===== src/rtl/rggen_rtl_pkg.sv =====
// -----------------------------------------------------------------------------
// rggen_rtl_pkg
// Shared types for the rggen register-block RTL.
//   rggen_w1s_req_state_e : per-bit state of a software-to-hardware request
//                           bit field (IDLE -> PENDING -> BUSY -> IDLE).
// -----------------------------------------------------------------------------
package rggen_rtl_pkg;

    typedef enum logic [1:0] {
        RGGEN_W1S_REQ_IDLE    = 2'b00,
        RGGEN_W1S_REQ_PENDING = 2'b01,
        RGGEN_W1S_REQ_BUSY    = 2'b10
    } rggen_w1s_req_state_e;

endpackage


===== src/rtl/rggen_bit_field_if.sv =====
// -----------------------------------------------------------------------------
// rggen_bit_field_if
// Software access path between the register block and one bit field.
//   valid      : access strobe from the register block
//   write_mask : per-bit write enable
//   write_data : write value
//   read_data  : value returned to software on a read
//   value      : current field value for the rest of the register block
// Modports:
//   master    : register-block side (drives valid/mask/data)
//   slave     : bit-field side
//   bit_field : alias of slave, the name bit-field modules bind to
// -----------------------------------------------------------------------------
interface rggen_bit_field_if #(
    parameter int unsigned WIDTH = 8
);
    logic             valid;
    logic [WIDTH-1:0] write_mask;
    logic [WIDTH-1:0] write_data;
    logic [WIDTH-1:0] read_data;
    logic [WIDTH-1:0] value;

    modport master (
        output valid,
        output write_mask,
        output write_data,
        input  read_data,
        input  value
    );

    modport slave (
        input  valid,
        input  write_mask,
        input  write_data,
        output read_data,
        output value
    );

    modport bit_field (
        input  valid,
        input  write_mask,
        input  write_data,
        output read_data,
        output value
    );
endinterface


===== src/rtl/rggen_bit_field_w1s_req_slice.sv =====
// -----------------------------------------------------------------------------
// rggen_bit_field_w1s_req_slice
// One bit of a write-1-to-set request field with req/ack/done handshake.
// Optional feature macro: RGGEN_BIT_FIELD_W1S_REQ_TIMEOUT_EN (BUSY timeout).
// Ports:
//   i_clk, i_rst_n : clock, asynchronous active-low reset
//   i_set          : software set event for this bit
//   i_ack, i_done  : hardware acknowledge / completion
//   o_request      : state is PENDING
//   o_busy         : state is not IDLE
//   o_overrun      : one-cycle pulse, set rejected because the bit was not IDLE
//   o_timeout      : one-cycle pulse, BUSY aborted by timeout (0 if disabled)
// -----------------------------------------------------------------------------
module rggen_bit_field_w1s_req_slice
    import rggen_rtl_pkg::*;
#(
    parameter int unsigned TIMEOUT_CYCLES = 1024,
    parameter int unsigned TIMEOUT_WIDTH  = $clog2(TIMEOUT_CYCLES + 1)
) (
    input  logic i_clk,
    input  logic i_rst_n,
    input  logic i_set,
    input  logic i_ack,
    input  logic i_done,
    output logic o_request,
    output logic o_busy,
    output logic o_overrun,
    output logic o_timeout
);

    rggen_w1s_req_state_e r_state;
    logic                 r_overrun;
    logic                 r_timeout;
    logic                 w_timeout_hit;

`ifdef RGGEN_BIT_FIELD_W1S_REQ_TIMEOUT_EN
    logic [TIMEOUT_WIDTH-1:0] r_count;

    // Counter holds (BUSY cycles - 1); the edge closing the TIMEOUT_CYCLES-th
    // BUSY cycle aborts.
    assign w_timeout_hit = (r_count == TIMEOUT_WIDTH'(TIMEOUT_CYCLES - 1));

    always_ff @(posedge i_clk or negedge i_rst_n) begin
        if (!i_rst_n) begin
            r_count <= '0;
        end else if (r_state == RGGEN_W1S_REQ_PENDING && i_ack) begin
            r_count <= '0;
        end else if (r_state == RGGEN_W1S_REQ_BUSY && !w_timeout_hit) begin
            r_count <= r_count + 1'b1;
        end
    end
`else
    logic w_unused_cfg;

    assign w_unused_cfg  = ^{TIMEOUT_CYCLES, TIMEOUT_WIDTH};
    assign w_timeout_hit = 1'b0;
`endif

    always_ff @(posedge i_clk or negedge i_rst_n) begin
        if (!i_rst_n) begin
            r_state   <= RGGEN_W1S_REQ_IDLE;
            r_overrun <= 1'b0;
            r_timeout <= 1'b0;
        end else begin
            // A set is never queued; any set outside IDLE is reported.
            r_overrun <= i_set && (r_state != RGGEN_W1S_REQ_IDLE);
            r_timeout <= 1'b0;
            case (r_state)
                RGGEN_W1S_REQ_IDLE: begin
                    if (i_set) begin
                        r_state <= RGGEN_W1S_REQ_PENDING;
                    end
                end
                RGGEN_W1S_REQ_PENDING: begin
                    if (i_ack) begin
                        r_state <= RGGEN_W1S_REQ_BUSY;
                    end
                end
                RGGEN_W1S_REQ_BUSY: begin
                    // done wins over a simultaneous timeout
                    if (i_done) begin
                        r_state <= RGGEN_W1S_REQ_IDLE;
                    end else if (w_timeout_hit) begin
                        r_state   <= RGGEN_W1S_REQ_IDLE;
                        r_timeout <= 1'b1;
                    end
                end
                default: begin
                    r_state <= RGGEN_W1S_REQ_IDLE;
                end
            endcase
        end
    end

    assign o_request = (r_state == RGGEN_W1S_REQ_PENDING);
    assign o_busy    = (r_state != RGGEN_W1S_REQ_IDLE);
    assign o_overrun = r_overrun;
    assign o_timeout = r_timeout;

endmodule


===== src/rtl/rggen_bit_field_w1s_req.sv =====
// -----------------------------------------------------------------------------
// rggen_bit_field_w1s_req
// Software-to-hardware request bit field: software writes 1 to post a request,
// hardware consumes it via request/ack/done. One independent slice per bit.
// Optional feature macro: RGGEN_BIT_FIELD_W1S_REQ_TIMEOUT_EN (BUSY timeout).
// Ports:
//   i_clk, i_rst_n : clock, asynchronous active-low reset
//   bit_field_if   : software access (read_data = value = o_busy)
//   o_request      : per-bit request level to hardware
//   i_ack, i_done  : per-bit acknowledge / completion from hardware
//   o_busy         : per-bit PENDING or BUSY
//   o_overrun      : per-bit one-cycle pulse on a rejected set
//   o_timeout      : per-bit one-cycle pulse on BUSY timeout abort
// -----------------------------------------------------------------------------
module rggen_bit_field_w1s_req
    import rggen_rtl_pkg::*;
#(
    parameter int unsigned WIDTH          = 8,
    parameter int unsigned TIMEOUT_CYCLES = 1024,
    parameter int unsigned TIMEOUT_WIDTH  = $clog2(TIMEOUT_CYCLES + 1)
) (
    input  logic                    i_clk,
    input  logic                    i_rst_n,
    rggen_bit_field_if.bit_field    bit_field_if,
    output logic [WIDTH-1:0]        o_request,
    input  logic [WIDTH-1:0]        i_ack,
    input  logic [WIDTH-1:0]        i_done,
    output logic [WIDTH-1:0]        o_busy,
    output logic [WIDTH-1:0]        o_overrun,
    output logic [WIDTH-1:0]        o_timeout
);

    logic [WIDTH-1:0] w_set;

    assign w_set = {WIDTH{bit_field_if.valid}} & bit_field_if.write_mask
                 & bit_field_if.write_data;

    for (genvar i = 0; i < WIDTH; i++) begin : g_slice
        rggen_bit_field_w1s_req_slice #(
            .TIMEOUT_CYCLES (TIMEOUT_CYCLES),
            .TIMEOUT_WIDTH  (TIMEOUT_WIDTH)
        ) u_slice (
            .i_clk     (i_clk),
            .i_rst_n   (i_rst_n),
            .i_set     (w_set[i]),
            .i_ack     (i_ack[i]),
            .i_done    (i_done[i]),
            .o_request (o_request[i]),
            .o_busy    (o_busy[i]),
            .o_overrun (o_overrun[i]),
            .o_timeout (o_timeout[i])
        );
    end

    assign bit_field_if.read_data = o_busy;
    assign bit_field_if.value     = o_busy;

endmodule


===== src/flat_wrapper.sv =====
// flat-port wrapper written by rule: the top's interface ports become plain ports
module rggen_bit_field_w1s_req_flat import rggen_rtl_pkg::*;
#(
    parameter int unsigned WIDTH          = 8,
    parameter int unsigned TIMEOUT_CYCLES = 1024,
    parameter int unsigned TIMEOUT_WIDTH  = $clog2(TIMEOUT_CYCLES + 1)
)
  (i_clk, i_rst_n, o_request, i_ack, i_done, o_busy, o_overrun, o_timeout, bit_field_if_valid, bit_field_if_write_mask, bit_field_if_write_data, bit_field_if_read_data, bit_field_if_value);
  rggen_bit_field_if #(.WIDTH(WIDTH)) bit_field_if_i ();
  input  logic i_clk;
  input  logic i_rst_n;
  output logic [WIDTH-1:0] o_request;
  input  logic [WIDTH-1:0] i_ack;
  input  logic [WIDTH-1:0] i_done;
  output logic [WIDTH-1:0] o_busy;
  output logic [WIDTH-1:0] o_overrun;
  output logic [WIDTH-1:0] o_timeout;
  input wire logic [$bits(bit_field_if_i.valid)-1:0] bit_field_if_valid;
  input wire logic [$bits(bit_field_if_i.write_mask)-1:0] bit_field_if_write_mask;
  input wire logic [$bits(bit_field_if_i.write_data)-1:0] bit_field_if_write_data;
  output wire logic [$bits(bit_field_if_i.read_data)-1:0] bit_field_if_read_data;
  output wire logic [$bits(bit_field_if_i.value)-1:0] bit_field_if_value;
  assign bit_field_if_i.valid = bit_field_if_valid;
  assign bit_field_if_i.write_mask = bit_field_if_write_mask;
  assign bit_field_if_i.write_data = bit_field_if_write_data;
  assign bit_field_if_read_data = bit_field_if_i.read_data;
  assign bit_field_if_value = bit_field_if_i.value;
  rggen_bit_field_w1s_req #(.WIDTH(WIDTH), .TIMEOUT_CYCLES(TIMEOUT_CYCLES), .TIMEOUT_WIDTH(TIMEOUT_WIDTH)) u_core (.i_clk(i_clk), .i_rst_n(i_rst_n), .bit_field_if(bit_field_if_i), .o_request(o_request), .i_ack(i_ack), .i_done(i_done), .o_busy(o_busy), .o_overrun(o_overrun), .o_timeout(o_timeout));
endmodule

===== config.mk =====
export PLATFORM = sky130hd
export DESIGN_NAME = rggen_bit_field_w1s_req_flat
export DESIGN_NICKNAME = d
export VERILOG_FILES = /design/src/rtl/rggen_rtl_pkg.sv /design/src/rtl/rggen_bit_field_if.sv /design/src/rtl/rggen_bit_field_w1s_req_slice.sv /design/src/rtl/rggen_bit_field_w1s_req.sv /design/src/flat_wrapper.sv
export SDC_FILE = /design/constraint.sdc
export NUM_CORES = 1
export LEC_CHECK = 0
export CAP_MARGIN = 20
export CORE_MARGIN = 1
export CORE_UTILIZATION = 50
export CTS_BUF_LIST = sky130_fd_sc_hd__clkbuf_2 sky130_fd_sc_hd__clkbuf_4 sky130_fd_sc_hd__clkbuf_8
export CTS_CLUSTER_DIAMETER = 80
export DETAILED_ROUTE_END_ITERATION = 7
export DONT_BUFFER_PORTS = 1
export GPL_TIMING_DRIVEN = 0
export PLACE_DENSITY_LB_ADDON = 0.3
export SETUP_SLACK_MARGIN = 0.15
export SLEW_MARGIN = 20
export SYNTH_ARGS = -nofsm -noshare
export SYNTH_HDL_FRONTEND = slang
export SYNTH_HIERARCHICAL = 1
export SYNTH_SLANG_ARGS = --single-unit

===== constraint.sdc =====
create_clock -name i_clk -period 1.2 [get_ports i_clk]
set_input_delay 0.12 -clock i_clk [delete_from_list [all_inputs] [get_ports i_clk]]
set_output_delay 0.12 -clock i_clk [all_outputs]
set_load 0.01 [all_outputs]

# ---- Word level (Yosys, flattened, before mapping)
# Index checks and enable logic that the tools add are counted.
dict set report classes {
  eq_ne 40
  n_mux 32
  n_bitwise 2
  n_reduce_logical 32
}
# op count
set ops {}
lappend ops {{$mux W2} 24}
lappend ops {{$pmux W2 S3} 8}
lappend ops {{$ne A2 B2 Y1 const B} 16}
lappend ops {{$reduce_and A3 Y1} 8}
lappend ops {{$and A8 B8 Y8} 2}
lappend ops {{$eq A2 B1 Y1 const B} 8}
lappend ops {{$eq A2 B2 Y1 const B} 8}
lappend ops {{$logic_not A2 Y1} 8}
lappend ops {{$ne A2 B1 Y1 const B} 8}
lappend ops {{$reduce_bool A2 Y1} 8}
lappend ops {{$logic_and A1 B1 Y1} 8}
dict set report word_totals {
  regBits 24
  inputBits 35
  out_inout_bits 48
  elab_cells 122
}

# ---- Logic depth before layout (Yosys ltp)
dict set report logic_depth {
  ltp_word 4
  ltp_mapped 3
}

# ---- Hierarchy
# The synthesis kept the hierarchy.
# module instances cells_each area_per_inst_um2
set by_module_without_submodules {}
lappend by_module_without_submodules {rggen_bit_field_w1s_req_slice 8 12 136.4}
lappend by_module_without_submodules {rggen_bit_field_w1s_req 1 24 170.2}

# ---- Worst setup path before layout
# Ideal clock, no wire load.
dict set report synth_path {
  path_kind {flip-flop to flip-flop}
  startpoint {reg u_core.g_slice[0].u_slice.r_state[0]}
  endpoint {reg u_core.g_slice[0].u_slice.r_overrun}
  arrival_time_ns 0.851
  setup_slack_ns 0.233
  stages_incl_launch_ff 3
  n_path_buf 0
  path_cell_list {dfrtp_1 or2_1 and2_4}
}
dict set report synth_between {
  elab_chain_len 2
}
# item line
set synth_lines {}
lappend synth_lines {{start, declared} rggen_bit_field_w1s_req_slice.sv:31} ;# rggen_w1s_req_state_e r_state;
lappend synth_lines {{start signal, assigned} rggen_bit_field_w1s_req_slice.sv:61} ;# r_state <= RGGEN_W1S_REQ_IDLE;
lappend synth_lines {{start signal, assigned} rggen_bit_field_w1s_req_slice.sv:71} ;# r_state <= RGGEN_W1S_REQ_PENDING;
lappend synth_lines {{start signal, assigned} rggen_bit_field_w1s_req_slice.sv:76} ;# r_state <= RGGEN_W1S_REQ_BUSY;
lappend synth_lines {{$reduce_bool A2 Y1} --}
lappend synth_lines {{net bit_field_if_read_data[0]} flat_wrapper.sv:21} ;# output wire logic [$bits(bit_field_if_i.read_data)-1:0] bit_field_if_read_data;
lappend synth_lines {{$logic_and A1 B1 Y1} rggen_bit_field_w1s_req_slice.sv:66} ;# r_overrun <= i_set && (r_state != RGGEN_W1S_REQ_IDLE);
lappend synth_lines {{end signal, assigned} rggen_bit_field_w1s_req_slice.sv:66}
lappend synth_lines {{end, declared} rggen_bit_field_w1s_req_slice.sv:32} ;# logic r_overrun;
# The timed path passes the listed nets, and every way through them passes these cells.
# A chain may end at the register's enable or synchronous reset.

# ---- Worst setup path in the final report
dict set report layout_path {
  startpoint {reg u_core.g_slice[7].u_slice.r_state[1]}
  endpoint {out o_busy[7]}
}
dict set report layout_between {
  elab_chain_len 1
}
# item line
set layout_lines {}
lappend layout_lines {{start, declared} rggen_bit_field_w1s_req_slice.sv:31}
lappend layout_lines {{start signal, assigned} rggen_bit_field_w1s_req_slice.sv:61}
lappend layout_lines {{start signal, assigned} rggen_bit_field_w1s_req_slice.sv:71}
lappend layout_lines {{start signal, assigned} rggen_bit_field_w1s_req_slice.sv:76}
lappend layout_lines {{$reduce_bool A2 Y1} rggen_bit_field_w1s_req_slice.sv:96} ;# assign o_busy = (r_state != RGGEN_W1S_REQ_IDLE);
lappend layout_lines {{end, declared} flat_wrapper.sv:15} ;# output logic [WIDTH-1:0] o_busy;
# No other way between the ends.

==> results.toml <==
[min_path]
holdCritStartpoint = "bit_field_if_valid"
hp-class = "in2reg"

[floorplanning]
die_y_um = 52.2
start_util_pct = 54.9
ios = 83
fp.dieW_um = 52.2
core_um2 = 2300
rows = 17
dieArea_um2 = 2730

[place]
dp_hpwl_mm = 1.61
place_ws_ns = 0.160
place.gp.congestion = 0.570
dp.cells = 148
placement.io_buffers = 0
dpl_cell_area_um2 = 1300

[worst_setup_path]
path_class = "reg2out"
reg2reg_from = "u_core/g_slice[3].u_slice/r_state[1]$_DFFE_PN0P_"
max_stage_delay_ns = 0.44
critPathLaunch = "u_core/g_slice[7].u_slice/r_state[1]$_DFFE_PN0P_"
crit_path_end_kind = "primary output"
cp_cell_sequence = "or2_4 -> buf_4"
required_ns = 1.08
worstPathArrival_ns = 1.17
cp_top_family = "flip-flops"
cp-start-kind = "flip-flop"
cp_num_buf_inv = 1
cp_max_fo = 4
crit_slowest_cell = "dfrtp_1"

[cells_and_area]
final_common_cell = "buf_6"
antenna_cells = 0
design_area_um2 = 1940
nFillCells = 119
mostFrequentLayoutCells = "35 x buf_6, 24 x dfrtp_1, 17 x dlygate4sd3_1"
drive_gt1_share_pct = 50.3
final_nets = 205
final_util_pct = 84.4
final_cells = 197
area_delta_synth_final_pct = 53.7

[clock_tree]
cts_buffer_depth = 2
clockRootBuffer = "clkbuf_4"
cts_buffers = 3
clk_pin_slew_worst_paths_ns = 0.14
worstSkewPairLatency_ns = 0.31
clock_sinks = 24
cts_tree = "yes"
htree_levels = 1

[routing]
routed_wl_mm = 3.16
vias_per_cell = 5.19
drtIter0Drc = 11
post_drt_wl_per_cell_um = 16.0
num_vias = 1022
drc = 0
postRouteAntennaNets = 0
dr.pass1.iters = 4

[timing]
fmax_mhz = 775
layout_worst_path_cycle_share_pct = 108
setup_viol = 22
finalHoldViolCount = 0
fin_crit_ns = 1.29
slew_headroom_pct = 63.8
timing.hold.ws_ns = 0.101
rsz0062_at_grt = "yes"
setup_slack_ns = -0.0903
fin_worst_skew_ns = 0.00518
tightest_slew_ns = 0.542
slew_violations = 0

[global_route]
met2_usage_pct = 41.2
grt_pass1_wl_mm = 4.22
grt_pass1_vias = 972
busiest_layer = "met2"
grt_util_all_layers_pct = 21.4
met3_usage_pct = 5.22
grt_max_degree = 25
overflow = 0
met1_usage_pct = 22.7
antenna_found_initial = 0

[synth]
syn_nets = 155
ys_warn_count = 6
yosysUniqueCellTypes = 11
seq_area_frac_synth_pct = 47.6
synth-seq-cells = 24
syn_inst = 120
syn-cell-area_um2 = 1260
syn_avg_cell_area_um2 = 10.5

[power_and_ir_drop]
p_comb_share_pct = 64.0
p_leak_nw = 1.02
p_sw_mw = 1.78
power_frac_clock_pct = 11.4
intPower_mw = 3.32
sw_frac_of_total_pct = 34.9
ir_worst_vdd_v = 0.00186
p_per_area_nw_per_um2 = 2630
sequentialPowerShare_pct = 24.5

[run_status]
status = "complete, but fails checks"
violations = "setup timing"

[run]
drv_cap = 0
synthesized netlist by cell type:
master / instances / area (µm²)
nor2b_2: 8 / 70.1
a21o_1: 8 / 60.1
dfrtp_1: 24 / 601
buf_4: 24 / 180
and2_4: 8 / 70.1
a211oi_1: 8 / 60.1
or2_1: 8 / 50.1
conb_1: 8 / 30.0
and3_1: 8 / 50.1
nor3b_1: 8 / 60.1
nor2_1: 8 / 30.0
layout make-up:
| type | count | area, µm² | area share, % |
|---|---|---|---|
| Timing Repair Buffer | 45 | 457 | 23.6 |
| Clock buffer | 3 | 22.5 | 1.16 |
| Sequential cell | 24 | 601 | 31.0 |
| Buffer | 24 | 233 | 12.0 |
| Multi-Input combinational cell | 72 | 561 | 28.9 |
| Clock inverter | 1 | 30.0 | 1.55 |
| Tap cell | 28 | 35.0 | 1.81 |
flip-flops by register name (all words and copies together) (netlist names):
| signal | flops |
|---|---|
| u_core/g_slice.u_slice/o_overrun | 8 |
| u_core/g_slice.u_slice/r_state | 16 |
kinds of logic (layout without fill, tap and decap cells):
group | count (synthesis) | after routing | share of synthesized area, %
buffers and inverters | 24 | 73 | 14.3
flip-flops | 24 | 24 | 47.6
other | 8 | 8 | 2.38
AND/OR/NAND/NOR | 48 | 48 | 26.2
AO/OA/AOI/OAI | 16 | 16 | 9.52
through the flow:
stage	TNS (ns)	total power, mW
floorplan	0	2.82
global placement	0	2.96
detailed placement	0	3.02
CTS	-1.15	4.63
global route	-2.38	5.39
finish	-1.16	5.10
worst reg2reg max path, stage by stage, from the launching register on:
cell     delay (ns)
dfrtp_1        0.41
buf_6          0.12
buf_6          0.11
buf_4          0.13
nor3b_2        0.14
a21o_1         0.15
per-layer routing:
metal	wire [µm]	up-vias
li1	-	469
met1	1150	496
met2	1750	51
met3	222	6
met4	40	0
met5	0	-
worst paths after layout:
path,cells after the start,slack [ns],end
min reg2reg,1,0.50,u_core/g_slice[7].u_slice/r_state[0]$_DFFE_PN0P_
max reg2reg,5,0.06,u_core/g_slice[3].u_slice/r_state[1]$_DFFE_PN0P_
min,2,0.10,u_core/g_slice[4].u_slice/o_overrun$_DFF_PN0_
min in group asynchronous,2,0.35,u_core/g_slice[1].u_slice/r_state[0]$_DFFE_PN0P_
max in group asynchronous,2,0.48,u_core/g_slice[4].u_slice/r_state[1]$_DFFE_PN0P_
max,2,-0.09,o_busy[7]
power by group through the flow:
stage	Combinational, mW	Clock (mW)	Sequential, mW
floorplan	1.54	0	1.28
finish	3.27	0.584	1.25
global placement	1.65	0	1.31
global route	3.47	0.643	1.28
detailed placement	1.68	0	1.34
CTS	2.81	0.593	1.23
what timing repair did:
item                                   in CTS  in global routing
endpoints found under the hold margin      40                 27
buffers inserted                           17                 10
setup endpoints to repair                  34                 34
hold buffers                               14                  4
resized for setup                          38                 17
pin swaps                                   7                  5
Note: power is estimated with default switching activity, not from simulation.
